--- src/rtl/npu_bus_pkg.sv ---
// Shared opcodes and register-map constants for the NPU slave-port bus master.
package npu_bus_pkg;

    typedef enum logic [1:0] {
        OP_WRITE = 2'd0,
        OP_READ  = 2'd1,
        OP_POLL  = 2'd2
    } op_e;

    localparam logic [2:0] SEL_IMG   = 3'd1;
    localparam logic [2:0] SEL_W     = 3'd2;
    localparam logic [2:0] SEL_FCN   = 3'd3;
    localparam logic [2:0] SEL_CTRL  = 3'd4;
    localparam logic [2:0] SEL_DONE  = 3'd5;
    localparam logic [2:0] SEL_RES   = 3'd6;
    localparam logic [2:0] SEL_VALID = 3'd7;

    localparam int TRIG     = 0;
    localparam int NEXT     = 1;
    localparam int PE_CLR   = 2;
    localparam int IMG_CLR  = 3;
    localparam int W_CLR    = 4;
    localparam int PACK_CLR = 5;

endpackage

--- src/rtl/npu_bus_master.sv ---
// Command-driven initiator for the NPU slave port: turns WRITE/READ/POLL commands
// into timed single-cycle bus accesses and returns read/poll results.
//
// state   | meaning
// IDLE    | cmd_ready high, waiting for a command
// WR      | write access on the bus (ena=wea=1)
// GAP     | idle bus cycle after a control-bank write so the slave clears its pulses
// RD      | read access on the bus (ena=1, wea=0)
// RD_WAIT | bus idle, registered douta captured at the end of the cycle
// RSP     | rsp_valid high until rsp_ready
module npu_bus_master
    import npu_bus_pkg::*;
#(
    parameter int POLL_MAX = 1024
) (
    input  logic        clk,
    input  logic        rst_ni,
    input  logic        cmd_valid,
    output logic        cmd_ready,
    input  logic [1:0]  cmd_op,
    input  logic [15:0] cmd_addr,
    input  logic [31:0] cmd_data,
    output logic        rsp_valid,
    input  logic        rsp_ready,
    output logic [31:0] rsp_data,
    output logic        rsp_timeout,
    output logic        ena,
    output logic        wea,
    output logic [15:0] addra,
    output logic [31:0] dina,
    input  logic [31:0] douta
);

    localparam int CW = $clog2(POLL_MAX + 1);
    localparam logic [CW-1:0] CNT_MAX = CW'(POLL_MAX);

    typedef enum logic [2:0] {
        IDLE,
        WR,
        GAP,
        RD,
        RD_WAIT,
        RSP
    } state_e;

    state_e          state;
    op_e             op_q;
    logic [31:0]     mask_q;
    logic [CW-1:0]   poll_cnt;

    assign cmd_ready = (state == IDLE);

    always_ff @(posedge clk or negedge rst_ni) begin
        if (!rst_ni) begin
            state       <= IDLE;
            op_q        <= OP_WRITE;
            mask_q      <= '0;
            poll_cnt    <= '0;
            ena         <= 1'b0;
            wea         <= 1'b0;
            addra       <= '0;
            dina        <= '0;
            rsp_valid   <= 1'b0;
            rsp_data    <= '0;
            rsp_timeout <= 1'b0;
        end else begin
            case (state)
                IDLE: begin
                    if (cmd_valid) begin
                        op_q     <= op_e'(cmd_op);
                        mask_q   <= cmd_data;
                        poll_cnt <= '0;
                        case (cmd_op)
                            2'd0: begin
                                ena   <= 1'b1;
                                wea   <= 1'b1;
                                addra <= cmd_addr;
                                dina  <= cmd_data;
                                state <= WR;
                            end
                            2'd1, 2'd2: begin
                                ena         <= 1'b1;
                                wea         <= 1'b0;
                                addra       <= cmd_addr;
                                rsp_timeout <= 1'b0;
                                state       <= RD;
                            end
                            default: ;
                        endcase
                    end
                end
                WR: begin
                    ena   <= 1'b0;
                    wea   <= 1'b0;
                    state <= (addra[14:12] == SEL_CTRL) ? GAP : IDLE;
                end
                GAP: begin
                    state <= IDLE;
                end
                RD: begin
                    // poll_cnt counts reads issued, so it reaches POLL_MAX on the last one
                    ena <= 1'b0;
                    if (poll_cnt != CNT_MAX) begin
                        poll_cnt <= poll_cnt + 1'b1;
                    end
                    state <= RD_WAIT;
                end
                RD_WAIT: begin
                    rsp_data <= douta;
                    if (op_q != OP_POLL) begin
                        rsp_valid   <= 1'b1;
                        rsp_timeout <= 1'b0;
                        state       <= RSP;
                    end else if ((douta & mask_q) != '0) begin
                        rsp_valid   <= 1'b1;
                        rsp_timeout <= 1'b0;
                        state       <= RSP;
                    end else if (poll_cnt == CNT_MAX) begin
                        rsp_valid   <= 1'b1;
                        rsp_timeout <= 1'b1;
                        state       <= RSP;
                    end else begin
                        ena   <= 1'b1;
                        wea   <= 1'b0;
                        state <= RD;
                    end
                end
                RSP: begin
                    if (rsp_ready) begin
                        rsp_valid <= 1'b0;
                        state     <= IDLE;
                    end
                end
                default: begin
                    state <= IDLE;
                end
            endcase
        end
    end

endmodule

--- config.mk ---
export PLATFORM = sky130hd
export DESIGN_NAME = npu_bus_master
export DESIGN_NICKNAME = d
export VERILOG_FILES = /design/src/rtl/npu_bus_pkg.sv /design/src/rtl/npu_bus_master.sv
export SDC_FILE = /design/constraint.sdc
export NUM_CORES = 1
export LEC_CHECK = 0
export ABC_AREA = 0
export ABC_CLOCK_PERIOD_IN_PS = 1900
export CAP_MARGIN = 20
export CORE_MARGIN = 4
export CORE_UTILIZATION = 47
export DETAILED_ROUTE_END_ITERATION = 16
export MAX_ROUTING_LAYER = met4
export PLACE_DENSITY = 0.85
export SYNTH_ARGS = -nofsm -noshare
export SYNTH_HDL_FRONTEND = slang
export SYNTH_SLANG_ARGS = --single-unit
--- constraint.sdc ---
create_clock -name clk -period 1.9 [get_ports clk]
set_input_delay 0.285 -clock clk [delete_from_list [all_inputs] [get_ports clk]]
set_output_delay 0.285 -clock clk [all_outputs]
set_load 0.005 [all_outputs]
==> results.cfg, run 1 <==
[outcome]
status = finished, final reports clean

[placement]
placed_cells = 826
port_buffers = 170
place_hpwl_um = 11500
place_congestion = 0.886
placed_cell_area_um2 = 7600

[sta]
setup_viol = 0
relSlewSlack = 0.684
fin_skew_ns = 0.00396
rsz0062_at_grt = no
worst_pin_slew_ns = 0.474
fin_crit_sh = 0.961
slew_violations = 0
fin_crit_ns = 1.83
hold_ws_ns = 0.384
max_freq_ghz = 0.548
hold_viol_final = 0

[logic_synthesis]
yosys.area.top_type = dfrtp_1
synthFlopType = dfrtp_1
ys_seq_elements = 132
synth_mux_area_frac = 0.117
synth_area_leaders = dfrtp_1 (59%), nand2_1 (14%), mux2_4 (8.0%), mux2_2 (3.6%), a22oi_1 (1.1%)
yosys.cell_types.count = 53
synth-simple-area-share = 0.192
syn_area_um2 = 5600
avgSynthCellArea_um2 = 10.9
synthAdderAreaFrac = 0.00894
synth_cells = 513
synth_nets = 603
synth_top_family_by_area = simple AND/OR/NAND/NOR gates
synth_xor_xnor_area_share = 0.0110
yosysSeqAreaShare = 0.590
synth-edff-count = 0
yosysWarnings = 0
synth_compound_area_frac = 0.0559
yosysTopAreaCellShare = 0.590
async_flop_share = 1.00

[layout]
fin_nets = 794
final_layout_size_suffix_gt1_frac = 0.156
instances_no_fill = 860
nFillCells = 770
post-route-cell-area_um2 = 8280
ff_latch_area_um2 = 3300
area_growth_pct = 48.0
mostFrequentLayoutCell = nand2_1
multi_input_area_um2 = 2180
final_cell_mix = nand2_1 (202), clkdlybuf4s50_1 (168), dfrtp_1 (132)
diodes = 0

[route]
wirelength_um = 16100
route.met3.wl_um = 1010
top_layer_used = met4
ant_nets = 0
drt-pass1-iter-count = 4
post_drt_wl_per_cell_um = 18.7
drc_errors = 0
viasPerCell = 5.32
vias = 4577
dr_wl_met2_um = 8360
drt-met1-wl_um = 6290
drtIter0Drc = 311

[clocking]
numCtsBuffers = 17
cts.sinks = 132
cts-root-buf = clkbuf_16
clk_latency_ns = 0.42
clockBufferDepth = 2
cts-htree-levels = 4
clk_transition_reported_paths_ns = 0.06
cts_tree = done

[floorplan]
rows = 39
die_w_um = 117
pin_count = 171
core_area_um2 = 11500
die_h_um = 117
dieArea_um2 = 13700
start_util = 0.486

[setup_path]
r2r_slack_ns = 0.07
critPathKind = reg -> reg
path_cells = a22oi_1 -> and4_1 -> nand4_1 -> or2_1 -> a31o_2
arrival_ns = 2.13
startpoint_type = flop
worstRegToRegCells = 5
required_ns = 2.21
r2r_start = mask_q[11]$_DFFE_PN0P_
crit_path_max_fanout = 3
worst_setup_path_end_kind = flop
r2r-end = wea$_DFFE_PN0P_
max_stage_delay_ns = 0.41
cp_slowest_cell = dfrtp_1

[global_routing]
antenna_found_initial = 0
grt_start_max_net_pins = 50
grt_pass1_vias = 4754
overflow = 0
grt_usage = 0.249
grt_pass1_wl_um = 24800

[worst_hold_path]
hp-class = in -> async

[pwr]
power_density_nw_per_um2 = 1630
ir_worst_vdd_mv = 0.889
p_leak_uw = 0.00394

[run]
drv_cap = 0
-- cells in the mapped netlist, drive strengths merged, types with 3 or more instances --
cell	count
nor3	3
a221oi	3
nand2	204
nor2	12
a22o	4
dfrtp	132
a22oi	8
nand4	3
a21oi	3
mux2	48
buf	9
and4	3
nor2b	3
clkbuf	13
inv	7
xor2	6
nand3	6
ha	4
o21ai	10
or3	4
-- kinds of logic after synthesis --
group | count (synthesis)
buffers and inverters | 29
DFF | 132
xor gates and xnor gates | 7
muxes | 48
AOI/OAI and AO/OA | 42
adders and majority gates | 4
and+or+nand+nor | 251
-- metrics by stage --
step | TNS, ns | utilization | setup WS, ns | power, µW
floorplan | 0 | - | 0.238 | 6910
global placement | -0.746 | 0.660 | -0.223 | 9630
detailed placement | -1.07 | 0.660 | -0.223 | 9850
CTS | 0 | 0.717 | 0.0241 | 13600
global route | 0 | 0.719 | 0.0104 | 14200
finish | 0 | 0.719 | 0.0745 | 13500
-- area by class of cell --
cell class	instances	area share
clock buffers	20	0.0527
clock inverters	12	0.0246
inverters	7	0.00317
well taps	143	0.0216
multi-input cells	352	0.263
flip-flops and latches	132	0.399
repair buffers	194	0.236
-- flip-flops by register name (all words and copies together) (netlist names) --
register,flops
dina,32
mask_q,32
rsp_data,32
addra,16
poll_cnt,11
state,3
op_q,2
ena,1
rsp_timeout,1
rsp_valid,1
wea,1
-- how the worst max path moves through the flow --
stage,from,endpoint,depth (start not counted)
after global placement,douta[9],wea$_DFFE_PN0P_,6
final,mask_q[11]$_DFFE_PN0P_,wea$_DFFE_PN0P_,5
after CTS,state[1]$_DFFE_PN0P_,cmd_ready,2
after detailed placement,douta[1],wea$_DFFE_PN0P_,7
after global routing,mask_q[1]$_DFFE_PN0P_,state[2]$_DFFE_PN0P_,6
after floorplan,state[0]$_DFFE_PN0P_,addra[10]$_DFFE_PN0P_,5
-- per-layer routing --
metal | up-vias | track usage
met5 | - | -
met3 | 39 | 0.0550
met4 | 0 | 0.109
met2 | 225 | 0.407
met1 | 2228 | 0.298
li1 | 2085 | -
-- worst max-delay path: cells and delay by family, from the launching register on --
family | cells | cell delay, ns
compound gates | 2 | 0.57
simple gates | 3 | 0.73
flops | 1 | 0.41
-- timing repair --
action / CTS / global route
hold endpoints to repair: 46 / 0
setup buffers: 1 / 0
resized for setup: 1 / 3
setup endpoints to repair: 1 / 4
pin swaps: 1 / 1
hold buffers: 1 / 0
-- report_power, final --
group	internal, µW	switching [µW]
clock network	2330	1240
registers	4080	825
logic	2990	2030
Note: power is estimated with default switching activity, not from simulation.
==> run 2, diff against run 1 <==
Settings changed: SLEW_MARGIN set to 15.
==> results of run 2 <==
Final layout, timing and power as in run 1 (identical DEF).
==> run 3, diff against run 2 <==
Settings changed: ABC_CLOCK_PERIOD_IN_PS 1900 to 1700, CTS_CLUSTER_SIZE set to 8.
Clock period 1.9 ns to 1.7 ns, I/O delays scaled along.
==> run 3 against run 2 <==
Compared with the run above: register-to-register slack got worse by 0.12 ns; global-route usage barely moved; core utilization rose by 1.1 points; the flow now finishes with violations (negative setup slack); largest power group unchanged; fmax rose by 4.5%; sequential share of layout area fell by 0.59 points; largest cell class unchanged.
==> results.cfg, run 3 (synthesized netlist as in run 1, its figures left out) <==
[outcome]
status = complete, but fails checks
violations = negative setup slack

[route]
vias = 4638
drt-pass1-iter-count = 5
viasPerCell = 5.34
drtIter0Drc = 290
wirelength_um = 16300
post_drt_wl_per_cell_um = 18.8
drc_errors = 0
ant_nets = 0

[setup_path]
r2r-end = wea$_DFFE_PN0P_
arrival_ns = 2.05
worstRegToRegCells = 5
critPathKind = reg -> reg
r2r_slack_ns = -0.05
startpoint_type = flop
crit_path_max_fanout = 3
required_ns = 2.00
r2r_start = mask_q[5]$_DFFE_PN0P_
worst_setup_path_end_kind = flop

[floorplan]
core_area_um2 = 11500
die_h_um = 117
start_util = 0.486
pin_count = 171
rows = 39
dieArea_um2 = 13700
die_w_um = 117

[clocking]
clk_transition_reported_paths_ns = 0.06
cts_tree = done
cts-root-buf = clkbuf_16
cts-htree-levels = 4
clk_latency_ns = 0.41
cts.sinks = 132
numCtsBuffers = 17
clockBufferDepth = 2

[pwr]
ir_worst_vdd_mv = 0.924
power_density_nw_per_um2 = 1770
p_leak_uw = 0.00400
total_power_uw = 14900

[global_routing]
grt_usage = 0.250
grt_pass1_wl_um = 25000
grt_pass1_vias = 4816
overflow = 0
antenna_found_initial = 0
grt_start_max_net_pins = 40

[layout]
post-route-cell-area_um2 = 8410
final_cell_mix = nand2_1 (202), clkdlybuf4s50_1 (168), dfrtp_1 (130)
reg.largest.list = dina: 32 flops, mask_q: 32 flops, rsp_data: 32 flops
final_layout_size_suffix_gt1_frac = 0.183
fin_nets = 804
nFillCells = 741
diodes = 0
mostFrequentLayoutCell = nand2_1
area_growth_pct = 50.3

[sta]
worst_pin_slew_ns = 0.404
tns_ns = -0.0716
hold_ws_ns = 0.319
max_freq_ghz = 0.572
rsz0062_at_grt = yes
relSlewSlack = 0.731
setup_viol = 2
fin_skew_ns = 0.00649
hold_viol_final = 0
fin_crit_sh = 1.03
fin_crit_ns = 1.75
timing.final.ws_setup_ns = -0.0477
slew_violations = 0

[run]
drv_cap = 0

[placement]
place_ws_ns = -0.415
placed_cell_area_um2 = 7690
place_hpwl_um = 11500
port_buffers = 170
place_congestion = 0.903

[worst_hold_path]
hp-class = in -> async
-- run 3: timing repair --
action	4_1_cts	5_1_grt
endpoints found under the setup margin	9	47
resized for setup	10	14
setup buffers	3	1
endpoints found under the hold margin	36	0
hold buffers	1	0
gates cloned	0	0
pin swaps	7	8
-- run 3: worst max-delay path, cell delays in order (launching register included) --
cell       delay (ns)
dfrtp_1          0.38
a22o_1           0.25
a2111oi_4        0.30
nand4_1          0.19
or2_1            0.30
a31o_2           0.21
-- run 3: final cells by class --
cell class	count	area (µm²)	area share
clock buffer	20	437	0.0519
timing repair buffer	204	2070	0.246
multi-input combinational	352	2260	0.269
inverter	7	26.3	0.00312
clock inverter	11	136	0.0162
sequential	132	3310	0.393
tap	143	179	0.0213
-- run 3: per-stage QoR --
step           utilization  instances
2_1_floorplan            -        513
3_3_place_gp         0.667        833
3_5_place_dp         0.667        833
4_1_cts              0.724        868
5_1_grt              0.730        869
6_report             0.730        869
-- run 3: layer usage --
metal / track usage / up-vias / share of wire
met5: - / - / 0
met4: 0.0940 / 0 / 0.026
met3: 0.0571 / 36 / 0.053
met2: 0.419 / 200 / 0.53
met1: 0.294 / 2289 / 0.39
li1: - / 2113 / -
-- run 3: where the power goes --
group          internal, µW  leakage [µW]  switching (µW)
sequential             4570       0.00162             919
combinational          3530       0.00210            2330
clock                  2280      0.000283            1310
-- run 3: worst max-delay path by stage --
stage                                      from                    end  slack (ns)
final                     mask_q[5]$_DFFE_PN0P_        wea$_DFFE_PN0P_       -0.05
after global routing      mask_q[5]$_DFFE_PN0P_        wea$_DFFE_PN0P_       -0.11
after CTS                 mask_q[5]$_DFFE_PN0P_        wea$_DFFE_PN0P_       -0.05
after detailed placement               douta[9]        wea$_DFFE_PN0P_       -0.41
after global placement                 douta[1]        wea$_DFFE_PN0P_       -0.36
after floorplan            state[0]$_DFFE_PN0P_  addra[10]$_DFFE_PN0P_        0.04
